**config.mk**
```make
export PLATFORM = sky130hd
export DESIGN_NAME = ysyx_22050019_scoreboard
export DESIGN_NICKNAME = d
export VERILOG_FILES = /design/src/rtl/ysyx_22050019_scoreboard_pkg.sv /design/src/rtl/ysyx_22050019_sb_entry.sv /design/src/rtl/ysyx_22050019_scoreboard.sv
export SDC_FILE = /design/constraint.sdc
export NUM_CORES = 1
export LEC_CHECK = 0
export CAP_MARGIN = 0
export CORE_ASPECT_RATIO = 1.25
export CORE_MARGIN = 5
export CORE_UTILIZATION = 55
export DETAILED_ROUTE_END_ITERATION = 8
export GPL_ROUTABILITY_DRIVEN = 0
export PLACE_DENSITY_LB_ADDON = 0.05
export REMOVE_ABC_BUFFERS = 1
export SYNTH_ARGS = -nofsm -noshare
export SYNTH_HDL_FRONTEND = slang
export SYNTH_SLANG_ARGS = --single-unit
```
**constraint.sdc**
```tcl
create_clock -name clk -period 6.7 [get_ports clk]
set_input_delay 1.005 -clock clk [delete_from_list [all_inputs] [get_ports clk]]
set_output_delay 1.005 -clock clk [all_outputs]
set_load 0.01 [all_outputs]
```
**src/rtl/ysyx_22050019_scoreboard_pkg.sv**
```systemverilog
// Shared definitions for the ID-stage scoreboard: register address width, register count, default counter width.
// The optional perf counters are controlled by the YSYX_22050019_SB_PERF_EN macro, tested in the scoreboard top.
package ysyx_22050019_defines;

    localparam int REG_ADDR_W = 5;
    localparam int SB_NREG    = 32;
    localparam int SB_CNT_W   = 2;

    typedef logic [REG_ADDR_W-1:0] reg_addr_t;

    // x0 is hardwired zero, so an access to it never creates a dependency
    function automatic logic reg_tracked(input logic en, input reg_addr_t addr);
        return en && (addr != '0);
    endfunction

endpackage

```
**src/rtl/ysyx_22050019_sb_entry.sv**
```systemverilog
// One architectural register's scoreboard slot: in-flight writer count and pending-load flag.
module ysyx_22050019_sb_entry
    import ysyx_22050019_defines::*;
#(
    parameter int CNT_W = SB_CNT_W
) (
    input  logic             clk,
    input  logic             rst_n,
    input  logic             issue,
    input  logic             issue_load,
    input  logic             ld_done,
    input  logic             retire,
    input  logic             flush,
    output logic [CNT_W-1:0] cnt,
    output logic             ld_pend
);

    logic [CNT_W-1:0] cnt_q, cnt_d;
    logic             ld_pend_q, ld_pend_d;

    always_comb begin
        cnt_d     = cnt_q;
        ld_pend_d = ld_pend_q;
        // Issue and retire in the same cycle cancel; a stray retire at zero holds
        if (issue && !retire) begin
            cnt_d = cnt_q + 1'b1;
        end else if (retire && !issue && cnt_q != '0) begin
            cnt_d = cnt_q - 1'b1;
        end
        if (ld_done) begin
            ld_pend_d = 1'b0;
        end
        if (issue) begin
            ld_pend_d = issue_load;
        end
        if (flush) begin
            cnt_d     = '0;
            ld_pend_d = 1'b0;
        end
    end

    always_ff @(posedge clk) begin
        if (!rst_n) begin
            cnt_q     <= '0;
            ld_pend_q <= 1'b0;
        end else begin
            cnt_q     <= cnt_d;
            ld_pend_q <= ld_pend_d;
        end
    end

    assign cnt     = cnt_q;
    assign ld_pend = ld_pend_q;

`ifndef SYNTHESIS
    retire_underflow_a: assert property (@(posedge clk) disable iff (!rst_n)
        !(retire && !issue && !flush && cnt_q == '0));
`endif

endmodule

```
**src/rtl/ysyx_22050019_scoreboard.sv**
```systemverilog
// ID-stage scoreboard: stalls issue on an unreturned load producer or a saturated in-flight counter.
// Define YSYX_22050019_SB_PERF_EN to add the perf_stall_cnt / perf_ovf_cnt counters.
module ysyx_22050019_scoreboard
    import ysyx_22050019_defines::*;
#(
    parameter int CNT_W = SB_CNT_W,
    parameter int NREG  = SB_NREG
) (
    input  logic                  clk,
    input  logic                  rst_n,
    input  logic                  id_valid,
    output logic                  id_ready,
    input  logic [REG_ADDR_W-1:0] id_rs1,
    input  logic                  id_rs1_en,
    input  logic [REG_ADDR_W-1:0] id_rs2,
    input  logic                  id_rs2_en,
    input  logic [REG_ADDR_W-1:0] id_rd,
    input  logic                  id_rd_wen,
    input  logic                  id_is_load,
    input  logic                  lsu_ld_done,
    input  logic [REG_ADDR_W-1:0] lsu_rd,
    input  logic                  wb_valid,
    input  logic [REG_ADDR_W-1:0] wb_rd,
    input  logic                  flush,
    output logic                  stall_rs1,
    output logic                  stall_rs2
`ifdef YSYX_22050019_SB_PERF_EN
    ,
    output logic [63:0]           perf_stall_cnt,
    output logic [31:0]           perf_ovf_cnt
`endif
);

    localparam logic [CNT_W-1:0] CNT_MAX = '1;

    logic [NREG-1:0][CNT_W-1:0] cnt;
    logic [NREG-1:0]            ld_pend;
    logic                       ovf;
    logic                       fire;

    always_comb begin
        stall_rs1 = reg_tracked(id_rs1_en, id_rs1) && ld_pend[id_rs1];
        stall_rs2 = reg_tracked(id_rs2_en, id_rs2) && ld_pend[id_rs2];
        ovf       = reg_tracked(id_rd_wen, id_rd) && (cnt[id_rd] == CNT_MAX);
        // Flush forces ready so ID can drain; fire still masks the issue
        id_ready  = !(stall_rs1 || stall_rs2 || ovf) || flush;
        fire      = id_valid && id_ready && !flush;
    end

    assign cnt[0]     = '0;
    assign ld_pend[0] = 1'b0;

    for (genvar r = 1; r < NREG; r++) begin : g_entry
        logic issue_r, ld_done_r, retire_r;

        assign issue_r   = fire && id_rd_wen && (id_rd == REG_ADDR_W'(r));
        assign ld_done_r = lsu_ld_done && (lsu_rd == REG_ADDR_W'(r));
        assign retire_r  = wb_valid && (wb_rd == REG_ADDR_W'(r));

        ysyx_22050019_sb_entry #(
            .CNT_W(CNT_W)
        ) u_entry (
            .clk        (clk),
            .rst_n      (rst_n),
            .issue      (issue_r),
            .issue_load (id_is_load),
            .ld_done    (ld_done_r),
            .retire     (retire_r),
            .flush      (flush),
            .cnt        (cnt[r]),
            .ld_pend    (ld_pend[r])
        );
    end

`ifdef YSYX_22050019_SB_PERF_EN
    logic [63:0] perf_stall_cnt_q, perf_stall_cnt_d;
    logic [31:0] perf_ovf_cnt_q, perf_ovf_cnt_d;

    // Counters survive flush so they measure whole-run stall pressure
    always_comb begin
        perf_stall_cnt_d = perf_stall_cnt_q;
        perf_ovf_cnt_d   = perf_ovf_cnt_q;
        if (id_valid && !id_ready && !flush) begin
            perf_stall_cnt_d = perf_stall_cnt_q + 64'd1;
            if (ovf) begin
                perf_ovf_cnt_d = perf_ovf_cnt_q + 32'd1;
            end
        end
    end

    always_ff @(posedge clk) begin
        if (!rst_n) begin
            perf_stall_cnt_q <= '0;
            perf_ovf_cnt_q   <= '0;
        end else begin
            perf_stall_cnt_q <= perf_stall_cnt_d;
            perf_ovf_cnt_q   <= perf_ovf_cnt_d;
        end
    end

    assign perf_stall_cnt = perf_stall_cnt_q;
    assign perf_ovf_cnt   = perf_ovf_cnt_q;
`endif

endmodule

```
==> results of run 1 <==
-- kinds of logic (layout without fill, tap and decap cells) --
family | count (synthesis) | count (layout) | share of synthesized area (%)
simple gates | 349 | 349 | 31.14
compound gates | 217 | 217 | 22.99
flops | 93 | 93 | 27.37
buf+inv | 62 | 67 | 4.285
mux | 55 | 55 | 12.67
xor+xnor | 12 | 12 | 1.545
-- area by class of cell --
type / count / area (um^2)
multi-input combinational: 633 / 4657
clock buffer: 10 / 229.0
timing repair buffer: 44 / 422.9
clock inverter: 6 / 72.57
inverter: 7 / 26.28
fill: 1100 / 4687
sequential: 93 / 1862
tap: 164 / 205.2
-- Yosys cell counts, types with 7 or more instances --
master / instances
xnor2_1: 10
o31a_1: 18
or3_1: 10
a21oi_1: 49
nand3_1: 30
mux4_2: 23
or2_2: 8
mux2i_1: 25
inv_1: 7
nor2_1: 57
nand2b_1: 25
nand2_1: 70
nor4_4: 11
a211oi_1: 29
dfxtp_1: 93
o221ai_1: 14
nor3_1: 29
nor4_1: 16
nor2b_1: 19
buf_2: 7
nand4_1: 12
clkbuf_1: 37
o21ai_0: 41
o21a_1: 12
and2_1: 16
-- critical path, stage by stage --
cell and delay, ps:
clkdlybuf4s50_1 870, mux4_2 590, mux2_2 300, a221oi_4 330, o32ai_4 160, or4_1 570
nand2b_1 130, clkdlybuf4s50_1 540
-- registers in the layout (all words and copies together) (netlist names) --
| name | flops |
|---|---|
| g_entry.u_entry.cnt | 62 |
| g_entry.u_entry.ld_pend | 31 |
-- placed cells by master, fill, tap and decap left out, drive strengths merged, types with 12 or more instances in the layout --
cell	n
mux4	24
o21a	12
nor2b	19
dfxtp	93
o21ai	44
nand2	70
nand4	12
nand3	30
clkdlybuf4s50	37
nor2	58
nor3	32
nor4	33
a211oi	29
o221ai	14
and2	16
o31a	18
nand2b	25
a21oi	49
mux2i	25
-- layer usage --
metal | routed length (um) | share of wire (%) | track usage, %
met5 | 0 | 0 | 0
met4 | 723 | 3.4 | 10.12
met3 | 1571 | 7.5 | 5.104
met2 | 10290 | 49 | 48.95
met1 | 8446 | 40 | 36.48
-- worst paths after layout --
path | start | to | slack, ps | cells past startpoint
worst max-delay path | id_rs2[0] | id_ready | 1200 | 8
worst min-delay path | g_entry[27].u_entry.ld_pend | g_entry[27].u_entry.ld_pend | 500 | 2
worst max register to register | g_entry[19].u_entry.ld_pend | g_entry[15].u_entry.cnt[0] | 3260 | 8
worst min register to register | g_entry[27].u_entry.ld_pend | g_entry[27].u_entry.ld_pend | 500 | 2
-- power by group --
part	internal (mW)	leakage, nW	switching (mW)	total (mW)
combinational	0.0486	1.28	0.106	0.155
sequential	0.553	0.749	0.000401	0.553
clock	0.293	0.143	0.236	0.530
total	0.894	2.17	0.343	1.24
-- through the flow --
step / power [mW] / worst slack [ps] / cells / util, % / hold slack (ps)
global route: 1.277 / 1082 / 957 / 61.46 / 517.5
global placement: 0.7141 / 1310 / 941 / 58.98 / 479.0
floorplan: 0.6393 / 1720 / 733 / - / 450.1
detailed placement: 0.7166 / 1224 / 941 / 58.98 / 488.2
CTS: 1.237 / 1186 / 957 / 61.46 / 497.2
finish: 1.238 / 1197 / 957 / 61.46 / 495.1
==> results.py, run 1 <==
metrics = {
    "yosys": {
        "synth_top_area_share_pct": 27.37,
        "postSynthCellCount": 788,
        "synth_area_leaders": "dfxtp_1, mux4_2, nand2_1",
        "ys_ff_latch": 93,
        "synth.cell_area_um2": 6803,
        "synthArstFlopShare_pct": 0,
        "synthFlopType": "dfxtp_1",
        "synthDistinctLibCells": 75,
        "ys_warn_count": 0,
        "syn_avg_cell_area_um2": 8.633,
        "yosysSeqAreaShare_pct": 27.37,
        "synth_edf_count": 0,
        "yosysTopAreaCell": "dfxtp_1",
    },
    "clock_tree": {
        "path_clk_slew_ps": 60,
        "worstSkewPairLatency_ps": 360,
        "cts_setup_buffers": 0,
        "cts_root_buf": "clkbuf_16",
        "htree_levels": 3,
        "cts-resized-gates": 0,
        "cts.sinks": 93,
        "cts_buffers": 9,
        "clock_path_buffers": 2,
        "hold_buffers": 0,
        "cts_tree": "yes",
    },
    "final_layout": {
        "stdcell_area_um2": 7475,
        "fin_nets": 823,
        "area_growth_pct": 9.877,
        "n_antenna_cell": 0,
        "drive_gt1_share_pct": 12.48,
    },
    "placement": {
        "place_area_um2": 7173,
        "dp_hpwl_mm": 15.55,
        "portBuffers": 37,
    },
    "power_and_ir_drop": {
        "powerDensity_nw_per_um2": 165.6,
        "leakagePower_nw": 2.167,
        "power.ir.vdd_worst_v": 0.0001044,
    },
    "detailed_routing": {
        "avgRoutedWirePerCell_um": 21.98,
        "routed_wl_mm": 21.03,
        "via_count": 6653,
        "ant_nets": 0,
        "drc": 0,
        "drt_iter0_drc": 512,
        "vias_per_cell": 6.952,
        "dr.pass1.iters": 5,
    },
    "floorplan": {
        "core_area_um2": 12160,
        "die_height_um": 134.3,
        "dieArea_um2": 14710,
        "initial_utilization_pct": 55.94,
        "fp.dieW_um": 109.5,
        "std_cell_rows": 45,
        "io_pins": 38,
    },
    "critical_path": {
        "critPathKind": "input port to output port",
        "cp-start-kind": "input port",
        "cp.arrival_ps": 4500,
        "cp.required_ps": 5690,
        "cp-end-kind": "output port",
        "path_max_fanout": 11,
    },
    "outcome": {
        "status": "completed",
    },
    "timing": {
        "final.min_clock_period_ps": 5503,
        "worstMarginPinSlew_ps": 1163,
        "finalMaxSlewViolations": 0,
        "hold_viol_final": 0,
        "skew_ps": 11.62,
        "fmax_mhz": 181.7,
        "slew-limit-headroom_pct": 22.23,
        "setup_viol": 0,
        "fin_crit_sh_pct": 82.14,
        "setup-tns-final_ps": 0,
        "rsz0062_at_grt": "false",
    },
    "grt": {
        "grt_max_degree": 72,
        "grt_pass1_wl_mm": 33.20,
        "track_usage_pct": 28.85,
        "grt_pass1_vias": 6281,
        "antenna_found_initial": 0,
        "grt_overflow_total": 0,
    },
    "min_path": {
        "hold_class": "flip-flop to flip-flop",
    },
    "run": {
        "cap_violations": 0,
    },
}
Power figures use the tool's default switching activity.
==> run 2: changes to the inputs <==
- clock period: 6.7 -> 5.25 ns (I/O delays scaled with it)
==> results.py, run 2 (synthesis results as in run 1) <==
metrics = {
    "timing": {
        "skew_ps": 11.92,
        "hold_viol_final": 0,
        "layout_setup_ws_ps": 242.8,
        "setup-tns-final_ps": 0,
        "fmax_mhz": 199.7,
        "final.min_clock_period_ps": 5007,
        "slew-limit-headroom_pct": 20.07,
        "fin_crit_sh_pct": 95.38,
        "worstMarginPinSlew_ps": 1195,
        "rsz0062_at_grt": "false",
        "finalMaxSlewViolations": 0,
        "hold_slack_ps": 503.6,
        "setup_viol": 0,
    },
    "critical_path": {
        "cp.arrival_ps": 4220,
        "cp_num_buf_inv": 2,
        "cpMostUsedCell": "clkdlybuf4s50_1",
        "cp_cell_sequence": "clkdlybuf4s50_1, mux4_2, mux2_2, o31ai_2, o32ai_4, or4_1, nand2b_1, clkdlybuf4s50_1",
        "critPathKind": "input port to output port",
        "path_max_fanout": 9,
        "cp.required_ps": 4460,
        "path_delay_family": "buffers and inverters",
        "cp-start-kind": "input port",
        "cp_slowest_cell": "clkdlybuf4s50_1",
        "cp-end-kind": "output port",
        "max_stage_delay_ps": 810,
    },
    "floorplan": {
        "die_height_um": 134.3,
        "core_area_um2": 12160,
        "initial_utilization_pct": 55.94,
        "std_cell_rows": 45,
        "io_pins": 38,
        "fp.dieW_um": 109.5,
        "dieArea_um2": 14710,
    },
    "min_path": {
        "hold_class": "flip-flop to flip-flop",
    },
    "grt": {
        "antenna_found_initial": 0,
        "track_usage_pct": 28.32,
        "grt_pass1_wl_mm": 32.78,
        "grt_pass1_vias": 6160,
        "grt_max_degree": 64,
        "grt_overflow_total": 0,
    },
    "final_layout": {
        "n_antenna_cell": 0,
        "layout.cells.non_filler": 962,
        "fillers": 1056,
        "drive_gt1_share_pct": 13.03,
        "area_growth_pct": 11.13,
        "layout_common_cells": "dfxtp_1, nand2_1, nor2_1",
        "stdcell_area_um2": 7560,
        "post-route-util_pct": 62.16,
        "largest_reg_flops": 62,
        "fin_nets": 828,
        "final_common_cell": "dfxtp_1",
    },
    "clock_tree": {
        "hold_buffers": 0,
        "clock_path_buffers": 2,
        "cts_setup_buffers": 0,
        "cts_buffers": 9,
        "cts_root_buf": "clkbuf_16",
        "path_clk_slew_ps": 60,
        "htree_levels": 3,
        "cts-resized-gates": 0,
        "cts_tree": "yes",
        "worstSkewPairLatency_ps": 350,
        "cts.sinks": 93,
    },
    "placement": {
        "place_area_um2": 7211,
        "placedCellCount": 946,
        "dp_slack_ps": 251.5,
        "dp_hpwl_mm": 15.08,
        "portBuffers": 37,
    },
    "power_and_ir_drop": {
        "powerDensity_nw_per_um2": 222.8,
        "p_total_mw": 1.684,
        "power.ir.vdd_worst_v": 0.0001881,
        "leakagePower_nw": 2.214,
    },
    "detailed_routing": {
        "avgRoutedWirePerCell_um": 21.57,
        "vias_per_cell": 6.866,
        "drt_iter0_drc": 581,
        "drc": 0,
        "dr.pass1.iters": 6,
        "ant_nets": 0,
        "routed_wl_mm": 20.76,
        "via_count": 6605,
    },
    "run": {
        "cap_violations": 0,
    },
    "outcome": {
        "status": "completed",
    },
}
[run 2: power breakdown]
group / internal, mW / switching, mW
sequential: 0.705 / 0.000502
clock: 0.481 / 0.297
combinational: 0.0638 / 0.137
[run 2: final timing paths]
check,slack (ps),end,from,cells after the start
setup / recovery,240,id_ready,id_rs1[0],8
hold / removal,500,g_entry[22].u_entry.ld_pend,g_entry[22].u_entry.ld_pend,2
setup reg to reg,1890,g_entry[15].u_entry.cnt[0],g_entry[30].u_entry.ld_pend,8
hold reg to reg,500,g_entry[22].u_entry.ld_pend,g_entry[22].u_entry.ld_pend,2
[run 2: area by class of cell]
class	instances	area, um^2	area share, %
Sequential cell	93	1862	24.63
Tap cell	164	205.2	2.714
Inverter	7	26.28	0.3476
Timing Repair Buffer	49	460.4	6.091
Clock buffer	11	242.7	3.211
Multi-Input combinational cell	633	4657	61.60
Clock inverter	5	106.4	1.407
[run 2: tightest hold or removal path, stage by stage, from the launching register on]
cell and delay [ps]:
dfxtp_1 320, o221ai_1 70, a21oi_1 60
[run 2: per-layer routing]
layer  track usage (%)  routed length, um  up-vias
li1                  -                  -     3045
met1             36.71               8751     3255
met2             48.30              10240      265
met3             4.044               1259       40
met4             8.663                501        0
met5                 0                  0        -
